File: src/rtl/bus_term_pkg.sv
`default_nettype none
// ============================================================================
// Module   : bus_term_pkg
// Purpose  : Shared constants and the destination-ID extractor for bus_term_if.
// Revision : 1.0
// ============================================================================
package bus_term_pkg;

    localparam int              ID_W          = 8;
    localparam logic [ID_W-1:0] BCAST_DEFAULT = 8'hFF;
    localparam int              MAX_W         = 256;

    // Callers zero-extend their word to MAX_W and pass their real width.
    function automatic logic [ID_W-1:0] dest_of(input logic [MAX_W-1:0] word,
                                                input int unsigned      width);
        return ID_W'(word >> (width - ID_W));
    endfunction

endpackage
`default_nettype wire

File: src/rtl/bus_term_fifo.sv
`default_nettype none
// ============================================================================
// Module   : bus_term_fifo
// Purpose  : First-word-fall-through FIFO with wrap-bit pointers.
// Revision : 1.0
// ============================================================================
module bus_term_fifo #(
    parameter int ancho_pal = 32,
    parameter int depth     = 8
) (
    input  logic                         clk,
    input  logic                         rst_n,
    input  logic                         wr,
    input  logic [ancho_pal-1:0]         din,
    input  logic                         rd,
    output logic [ancho_pal-1:0]         dout,
    output logic                         empty,
    output logic                         full,
    output logic [$clog2(depth+1)-1:0]   count
);

    localparam int AW = $clog2(depth);
    localparam int PW = AW + 1;
    localparam int CW = $clog2(depth + 1);

    logic [PW-1:0]        wr_ptr_q, wr_ptr_d;
    logic [PW-1:0]        rd_ptr_q, rd_ptr_d;
    logic [ancho_pal-1:0] mem_q [depth];
    logic                 do_wr;
    logic                 do_rd;

    always_comb begin
        empty    = (wr_ptr_q == rd_ptr_q);
        full     = (wr_ptr_q[PW-1] != rd_ptr_q[PW-1]) &&
                   (wr_ptr_q[AW-1:0] == rd_ptr_q[AW-1:0]);
        do_rd    = rd && !empty;
        // A pop on the same edge frees the slot, so a full FIFO still takes the write.
        do_wr    = wr && (!full || do_rd);
        wr_ptr_d = wr_ptr_q + PW'(do_wr);
        rd_ptr_d = rd_ptr_q + PW'(do_rd);
        count    = CW'(wr_ptr_q - rd_ptr_q);
        dout     = empty ? '0 : mem_q[rd_ptr_q[AW-1:0]];
    end

    always_ff @(posedge clk or negedge rst_n) begin
        if (!rst_n) begin
            wr_ptr_q <= '0;
            rd_ptr_q <= '0;
        end else begin
            wr_ptr_q <= wr_ptr_d;
            rd_ptr_q <= rd_ptr_d;
        end
    end

    always_ff @(posedge clk) begin
        if (do_wr) begin
            mem_q[wr_ptr_q[AW-1:0]] <= din;
        end
    end

endmodule
`default_nettype wire

File: src/rtl/bus_term_if.sv
`default_nettype none
// ============================================================================
// Module   : bus_term_if
// Purpose  : Terminal-side TX/RX buffering and address filter for one bus port.
// Revision : 1.0
// ============================================================================
module bus_term_if
    import bus_term_pkg::*;
#(
    parameter int              ancho_pal = 32,
    parameter int              depth     = 8,
    parameter logic [ID_W-1:0] id        = 8'd0,
    parameter logic [ID_W-1:0] broadcast = BCAST_DEFAULT
) (
    input  logic                       clk,
    input  logic                       reset,
    input  logic                       wr_en,
    input  logic [ancho_pal-1:0]       wr_data,
    output logic                       tx_full,
    output logic [$clog2(depth+1)-1:0] tx_count,
    output logic                       pndng,
    output logic [ancho_pal-1:0]       D_pop,
    input  logic                       pop,
    input  logic                       push,
    input  logic [ancho_pal-1:0]       D_push,
    input  logic                       rd_en,
    output logic [ancho_pal-1:0]       rd_data,
    output logic                       rd_valid,
    output logic [$clog2(depth+1)-1:0] rx_count,
    output logic [7:0]                 tx_ovf_cnt,
    output logic [7:0]                 rx_drop_cnt
);

    logic            tx_empty_w;
    logic            tx_full_w;
    logic            rx_empty_w;
    logic            rx_full_w;
    logic [ID_W-1:0] rx_dest_w;
    logic            rx_accept_w;
    logic            rx_drop_w;
    logic            tx_drop_w;
    logic [7:0]      tx_ovf_q, tx_ovf_d;
    logic [7:0]      rx_drop_q, rx_drop_d;

    always_comb begin
        rx_dest_w   = dest_of(MAX_W'(D_push), ancho_pal);
        rx_accept_w = push && ((rx_dest_w == id) || (rx_dest_w == broadcast));
        // When full the FIFO is non-empty, so any rd_en frees a slot this edge.
        rx_drop_w   = rx_accept_w && rx_full_w && !rd_en;
        tx_drop_w   = wr_en && tx_full_w && !pop;

        tx_ovf_d = tx_ovf_q;
        if (tx_drop_w && (tx_ovf_q != 8'hFF)) begin
            tx_ovf_d = tx_ovf_q + 8'd1;
        end
        rx_drop_d = rx_drop_q;
        if (rx_drop_w && (rx_drop_q != 8'hFF)) begin
            rx_drop_d = rx_drop_q + 8'd1;
        end
    end

    always_ff @(posedge clk or negedge reset) begin
        if (!reset) begin
            tx_ovf_q  <= '0;
            rx_drop_q <= '0;
        end else begin
            tx_ovf_q  <= tx_ovf_d;
            rx_drop_q <= rx_drop_d;
        end
    end

    bus_term_fifo #(
        .ancho_pal (ancho_pal),
        .depth     (depth)
    ) u_tx_fifo (
        .clk   (clk),
        .rst_n (reset),
        .wr    (wr_en),
        .din   (wr_data),
        .rd    (pop),
        .dout  (D_pop),
        .empty (tx_empty_w),
        .full  (tx_full_w),
        .count (tx_count)
    );

    bus_term_fifo #(
        .ancho_pal (ancho_pal),
        .depth     (depth)
    ) u_rx_fifo (
        .clk   (clk),
        .rst_n (reset),
        .wr    (rx_accept_w),
        .din   (D_push),
        .rd    (rd_en),
        .dout  (rd_data),
        .empty (rx_empty_w),
        .full  (rx_full_w),
        .count (rx_count)
    );

    assign pndng       = !tx_empty_w;
    assign rd_valid    = !rx_empty_w;
    assign tx_full     = tx_full_w;
    assign tx_ovf_cnt  = tx_ovf_q;
    assign rx_drop_cnt = rx_drop_q;

endmodule
`default_nettype wire

File: config.mk
export PLATFORM = sky130hd
export DESIGN_NAME = bus_term_if
export DESIGN_NICKNAME = d
export VERILOG_FILES = /design/src/rtl/bus_term_pkg.sv /design/src/rtl/bus_term_fifo.sv /design/src/rtl/bus_term_if.sv
export SDC_FILE = /design/constraint.sdc
export NUM_CORES = 1
export LEC_CHECK = 0
export BUFFER_PORTS_ARGS = -buffer_cell sky130_fd_sc_hd__buf_4
export CELL_PAD_IN_SITES_DETAIL_PLACEMENT = 1
export CELL_PAD_IN_SITES_GLOBAL_PLACEMENT = 1
export CORE_MARGIN = 3
export CORE_UTILIZATION = 45
export CTS_CLUSTER_DIAMETER = 120
export DETAILED_ROUTE_END_ITERATION = 10
export PLACE_DENSITY = 0.85
export SLEW_MARGIN = 0
export SYNTH_ARGS = -nofsm -noshare
export SYNTH_HDL_FRONTEND = slang
export SYNTH_SLANG_ARGS = --single-unit
File: constraint.sdc
create_clock -name clk -period 5.9 [get_ports clk]
set_clock_uncertainty 0.05 [all_clocks]
set_input_delay 1.18 -clock clk [delete_from_list [all_inputs] [get_ports clk]]
set_output_delay 1.18 -clock clk [all_outputs]
set_load 0.02 [all_outputs]
# After elaboration in Yosys (flattened, before gate mapping)
# Memory sizes are Yosys's and may differ from the RTL's.
# Index checks and enable logic that the tools add are counted.
dict set report op_classes {
  n_reduce_logical 23
  n_addsub 8
  n_eq_ne 9
  muxes 6
}
# operator count
set ops {}
lappend ops {{$mux W32} 2}
lappend ops {{$add A4 B1 Y4} 4}
lappend ops {{$add A8 B1 Y8 const B} 2}
lappend ops {{$ne A8 B8 Y1 const B} 2}
lappend ops {{$logic_and A1 B1 Y1} 13}
lappend ops {{$eq A4 B4 Y1} 2}
lappend ops {{$eq A8 B8 Y1 const B} 1}
lappend ops {{$logic_not A8 Y1} 1}
lappend ops {{$sub A4 B4 Y4} 2}
lappend ops {{$eq A3 B3 Y1} 2}
lappend ops {{$logic_not A1 Y1} 6}
lappend ops {{$mux W1} 4}
lappend ops {{$logic_or A1 B1 Y1} 3}
lappend ops {{$ne A1 B1 Y1} 2}
dict set report totals {
  in_bits 70
  regBits 32
  ram_bits 512
  n_memories 2
  output_inout_bits 91
  elab_cells 54
}
# memory words word_bits read_ports rd_clocked_by_memory_dff wr line_no
set mem_list {}
lappend mem_list {u_rx_fifo.mem_q 8 32 1 0 1 bus_term_fifo.sv:28} ;# logic [ancho_pal-1:0] mem_q [depth];
lappend mem_list {u_tx_fifo.mem_q 8 32 1 0 1 bus_term_fifo.sv:28}

# Depth between registers and ports, before layout
dict set report logic_depth {
  word_depth 7
  depth_mapped 10
  ltp_nobuf 8
}

# By module
# A second synthesis with hierarchy kept.
dict set report hier_totals {
  cells_unflattened 1209
  hier_area_um2 22107.5
}
# mod cells_per_inst seq_area_each_um2 n_inst area_each_um2
set modules_own_cells {}
lappend modules_own_cells {{bus_term_fifo at u_tx_fifo} 566 7887.6 1 10645.2}
lappend modules_own_cells {{bus_term_fifo at u_rx_fifo} 570 7887.6 1 10630.2}
lappend modules_own_cells {bus_term_if 73 400.4 1 832.0}

# Worst setup path after synthesis
# No wires, ideal clock.
dict set report synth_timing {
  path_type {input to register}
  start {in D_push[24]}
  end {mem u_rx_fifo.mem_q[1][0] (enable)}
  setup_slack_ps -167
  path_buffers 0
  arrival_time_ps 5504
  setup_time_ps 513
  required_time_ps 5337
  stages 4
  path_cell_list {nor4_1 -> nand2_1 -> a21oi_1 -> nor4b_1}
}
dict set report synth_via {
  elab_chain_len 6
  word_cells_on_any_way 7
  classes_between {eq/ne: 1; mux: 2; reduce/logical: 4}
}
# item line_no
set synth_lines {}
lappend synth_lines {{start, declared} bus_term_if.sv:25} ;# input logic [ancho_pal-1:0] D_push,
lappend synth_lines {{$eq A8 B8 Y1 / $logic_not A8 Y1 (equally long branches)} bus_term_if.sv:47} ;# rx_accept_w = push && ((rx_dest_w == id) || (rx_dest_w == broadcast));
lappend synth_lines {{$logic_or A1 B1 Y1 (*)} bus_term_if.sv:47}
lappend synth_lines {{$logic_and A1 B1 Y1 (*)} bus_term_if.sv:47}
lappend synth_lines {{$logic_and A1 B1 Y1 (*)} bus_term_fifo.sv:38} ;# do_wr = wr && (!full || do_rd);
lappend synth_lines {{$mux W1 (*)} bus_term_fifo.sv:56} ;# if (do_wr) begin
lappend synth_lines {{$mux W1 (implied by the code) (*)} bus_term_fifo.sv:57} ;# mem_q[wr_ptr_q[AW-1:0]] <= din;
lappend synth_lines {{end, declared} bus_term_fifo.sv:28}
# Every way passes the cells marked *; elsewhere a longest branch is shown, timed or not.

# Worst setup path in the final report
dict set report layout_timing {
  start {reg u_tx_fifo.rd_ptr_q[0]}
  end {out D_pop[15]}
}
dict set report layout_via {
  elab_chain_len 2
  word_cells_on_any_way 3
  classes_between {eq/ne: 1; mux: 1; memory: 1}
}
# item line_no
set layout_lines {}
lappend layout_lines {{start, declared} bus_term_fifo.sv:27} ;# logic [PW-1:0] rd_ptr_q, rd_ptr_d;
lappend layout_lines {{start signal, assigned} bus_term_fifo.sv:51} ;# rd_ptr_q <= rd_ptr_d;
lappend layout_lines {{$mem_v2 Z8 W32 / $eq A4 B4 Y1 (equally long branches)} --}
lappend layout_lines {{$mux W32 (*)} bus_term_fifo.sv:42} ;# dout = empty ? '0 : mem_q[rd_ptr_q[AW-1:0]];
lappend layout_lines {{end, declared} bus_term_if.sv:22} ;# output logic [ancho_pal-1:0] D_pop,
# Marks and branches as above.

==> flow_summary.ini <==
[yosys]
synth_largest_area_cell = edfxtp_1
ys_top_cells_by_area = edfxtp_1, mux4_2, dfrtp_1
yosysWarnings = 0
netlist_instances = 1067
ys_types = 37
synth_top_area_share_pct = 72.49
synthTopCellsByCount = edfxtp_1, nand2_1, mux4_2
syn-num-nets = 1155
syn_area_um2 = 21210
avgSynthCellArea_um2 = 19.88
yosysSeqAreaShare_pct = 76.26
synth-async-reset-ratio_pct = 5.882
synth_ff_type = edfxtp_1
synth_edf_count = 512
yosysMostFrequentCell = edfxtp_1
synth-seq-cells = 544

[sta]
relSlewSlack_pct = 21.41
fin_ws_ns = 1.374
finalHoldViolations = 0
tightest_slew_ns = 1.176
finalMaxSlewViolations = 0
period_share_pct = 76.71
finalSetupViolCount = 0
rsz0062_at_grt = false
finalSetupTns_ns = 0
min_period_ns = 4.526
fmax_mhz = 220.9

[clocking]
root_buffer = clkbuf_16
clock-sinks = 544
htreeDepth = 2
clock_path_buffers = 3
post-cts-setup-buffers = 0
path_clk_slew_ns = 0.06
cts_made_buffers = 54
cts.hold.buffers_added = 0
cts_resized = 0
tritoncts = yes
clk_latency_ns = 0.59

[route]
wire_per_inst_um = 26.32
drc_errors = 0
dr.pass1.iters = 5
ant_nets = 0
num_vias = 10850
drtIter0Drc = 962
via_per_inst = 5.705
finalWirelength_mm = 50.05

[die]
row_count = 78
io_pins = 161
die_area_um2 = 49780
core_area_um2 = 45970
start_util_pct = 46.14
die_w_um = 223.1
fp.dieH_um = 223.1

[power]
p_sw_w = 0.004211
leakagePower_nw = 8.559
p_clk_share_pct = 27.4
pwr-share-comb_pct = 34.4
power_w = 0.01264
cell_internal_pwr_w = 0.008432
seqPwrFrac_pct = 38.3
switching_share_pct = 33.31
powerDensity_nw_per_um2 = 504.9
ir_drop_mv = 0.3449

[worst_setup_path]
cp-end-kind = primary output
max_stage_delay_ns = 0.93
worst-path-buf-inv = 2
r2r.worst_path.cells = 6
crit_required_ns = 4.67
cpLargestDelayFamily = flip-flops
path_common_cell = buf_4
cp.depth = 5
worst_setup_path_start_kind = register
path_cells = buf_4 -> mux4_2 -> nand2_1 -> a21oi_1 -> buf_4
worstSetupPathType = register to primary output
cp_slowest_cell = dfrtp_4
crit_arrival_ns = 3.30
crit_path_max_fanout = 38

[global_route]
grt_pass1_wl_mm = 76.12
grt_usage_pct = 20.28
grt_pass1_vias = 12150
grt_max_degree = 68
antenna_found_initial = 2
gr-total-overflow = 0

[run_status]
status = completed

[finish]
nFillCells = 4019
multi_input_area_um2 = 4858
antenna_cells = 0
instances_no_fill = 1902
final_nets = 1345
seqCellArea_um2 = 16190
syn_to_final_growth_pct = 18.06
drive_above_1_share_pct = 32.03

[job]
maxCapViolCount = 0

[min_path]
hold_path_class = register to register
holdPathStages = 1

[placed_design]
place_congestion = 0.7509
port_buffers = 160
placedCellCount = 1801
preCtsSetupSlack_ns = 1.486
dp_hpwl_mm = 29.30
-- flip-flops by register name (all words and copies together), names as in the netlist --
| register | cells |
|---|---|
| tx_ovf_cnt | 8 |
| u_rx_fifo.mem_q | 256 |
| u_tx_fifo.wr_ptr_q | 4 |
| u_rx_fifo.wr_ptr_q | 4 |
| u_tx_fifo.mem_q | 256 |
| u_rx_fifo.rd_ptr_q | 4 |
| u_tx_fifo.rd_ptr_q | 4 |
| rx_drop_cnt | 8 |
-- cell families (layout without fill, tap and decap cells) --
group / count (synthesis) / in the layout / share of synthesized area, %
fa+ha+maj: 18 / 18 / 1.133
flops: 544 / 544 / 76.26
mux: 132 / 132 / 13.80
compound gates: 80 / 80 / 2.307
xor+xnor: 26 / 26 / 1.074
simple gates: 197 / 197 / 4.106
buf+inv: 70 / 305 / 1.315
-- placed cells by master, fill, tap and decap left out, types with 5 or more instances in the layout --
| cell type | Yosys | layout |
|---|---|---|
| a21oi_1 | 67 | 67 |
| and3_1 | 5 | 5 |
| and4_1 | 6 | 6 |
| buf_4 | 0 | 187 |
| bufinv_16 | 0 | 7 |
| clkbuf_1 | 29 | 13 |
| clkbuf_16 | 0 | 54 |
| clkinv_1 | 0 | 10 |
| clkinv_2 | 0 | 9 |
| dfrtp_1 | 32 | 28 |
| edfxtp_1 | 512 | 512 |
| ha_1 | 16 | 16 |
| inv_1 | 15 | 15 |
| mux4_2 | 128 | 128 |
| nand2_1 | 137 | 137 |
| nand3_1 | 16 | 16 |
| nor2_4 | 0 | 6 |
| xnor2_1 | 12 | 12 |
| xor2_1 | 14 | 14 |
-- final cells by class --
| type | count | area share, % |
|---|---|---|
| Clock inverter | 32 | 1.399 |
| Timing Repair Buffer | 187 | 5.606 |
| Inverter | 17 | 0.2548 |
| Multi-Input combinational cell | 453 | 19.40 |
| Clock buffer | 69 | 5.701 |
| Tap cell | 600 | 2.998 |
| Sequential cell | 544 | 64.64 |
-- per-layer routing --
layer | track usage, % | share of wire (%) | vias up
met1 | 24.50 | 38 | 5733
met5 | 0 | 0.058 | -
li1 | - | - | 4668
met2 | 36.36 | 53 | 348
met4 | 5.989 | 2.4 | 4
met3 | 4.737 | 6.4 | 97
-- metrics by stage --
step	area, um2	hold slack, ns	util [%]
floorplan	21230	0.4156	-
global placement	23260	0.4270	50.61
detailed placement	23260	0.4354	50.61
CTS	25040	0.4446	54.47
global route	25040	0.4660	54.47
finish	25040	0.4364	54.47
-- worst paths after layout --
path                                     endpoint             startpoint  slack, ns
max in group asynchronous   u_rx_fifo.rd_ptr_q[0]                  reset       4.98
setup / recovery                        D_pop[15]  u_tx_fifo.rd_ptr_q[0]       1.37
setup reg to reg           u_rx_fifo.mem_q[1][16]  u_rx_fifo.wr_ptr_q[2]       2.37
min in group asynchronous          rx_drop_cnt[0]                  reset       0.47
hold reg to reg                     tx_ovf_cnt[5]          tx_ovf_cnt[5]       0.44
hold / removal                      tx_ovf_cnt[5]          tx_ovf_cnt[5]       0.44
-- power groups by stage --
stage                     logic, W  clock network, W  registers (W)
after global placement     0.00426                 0        0.00489
after CTS                  0.00443           0.00353        0.00485
final                      0.00434           0.00346        0.00484
after floorplan            0.00283                 0        0.00473
after detailed placement   0.00438                 0        0.00493
after global routing       0.00468           0.00368        0.00488
Note: power is estimated with default switching activity, not from simulation.
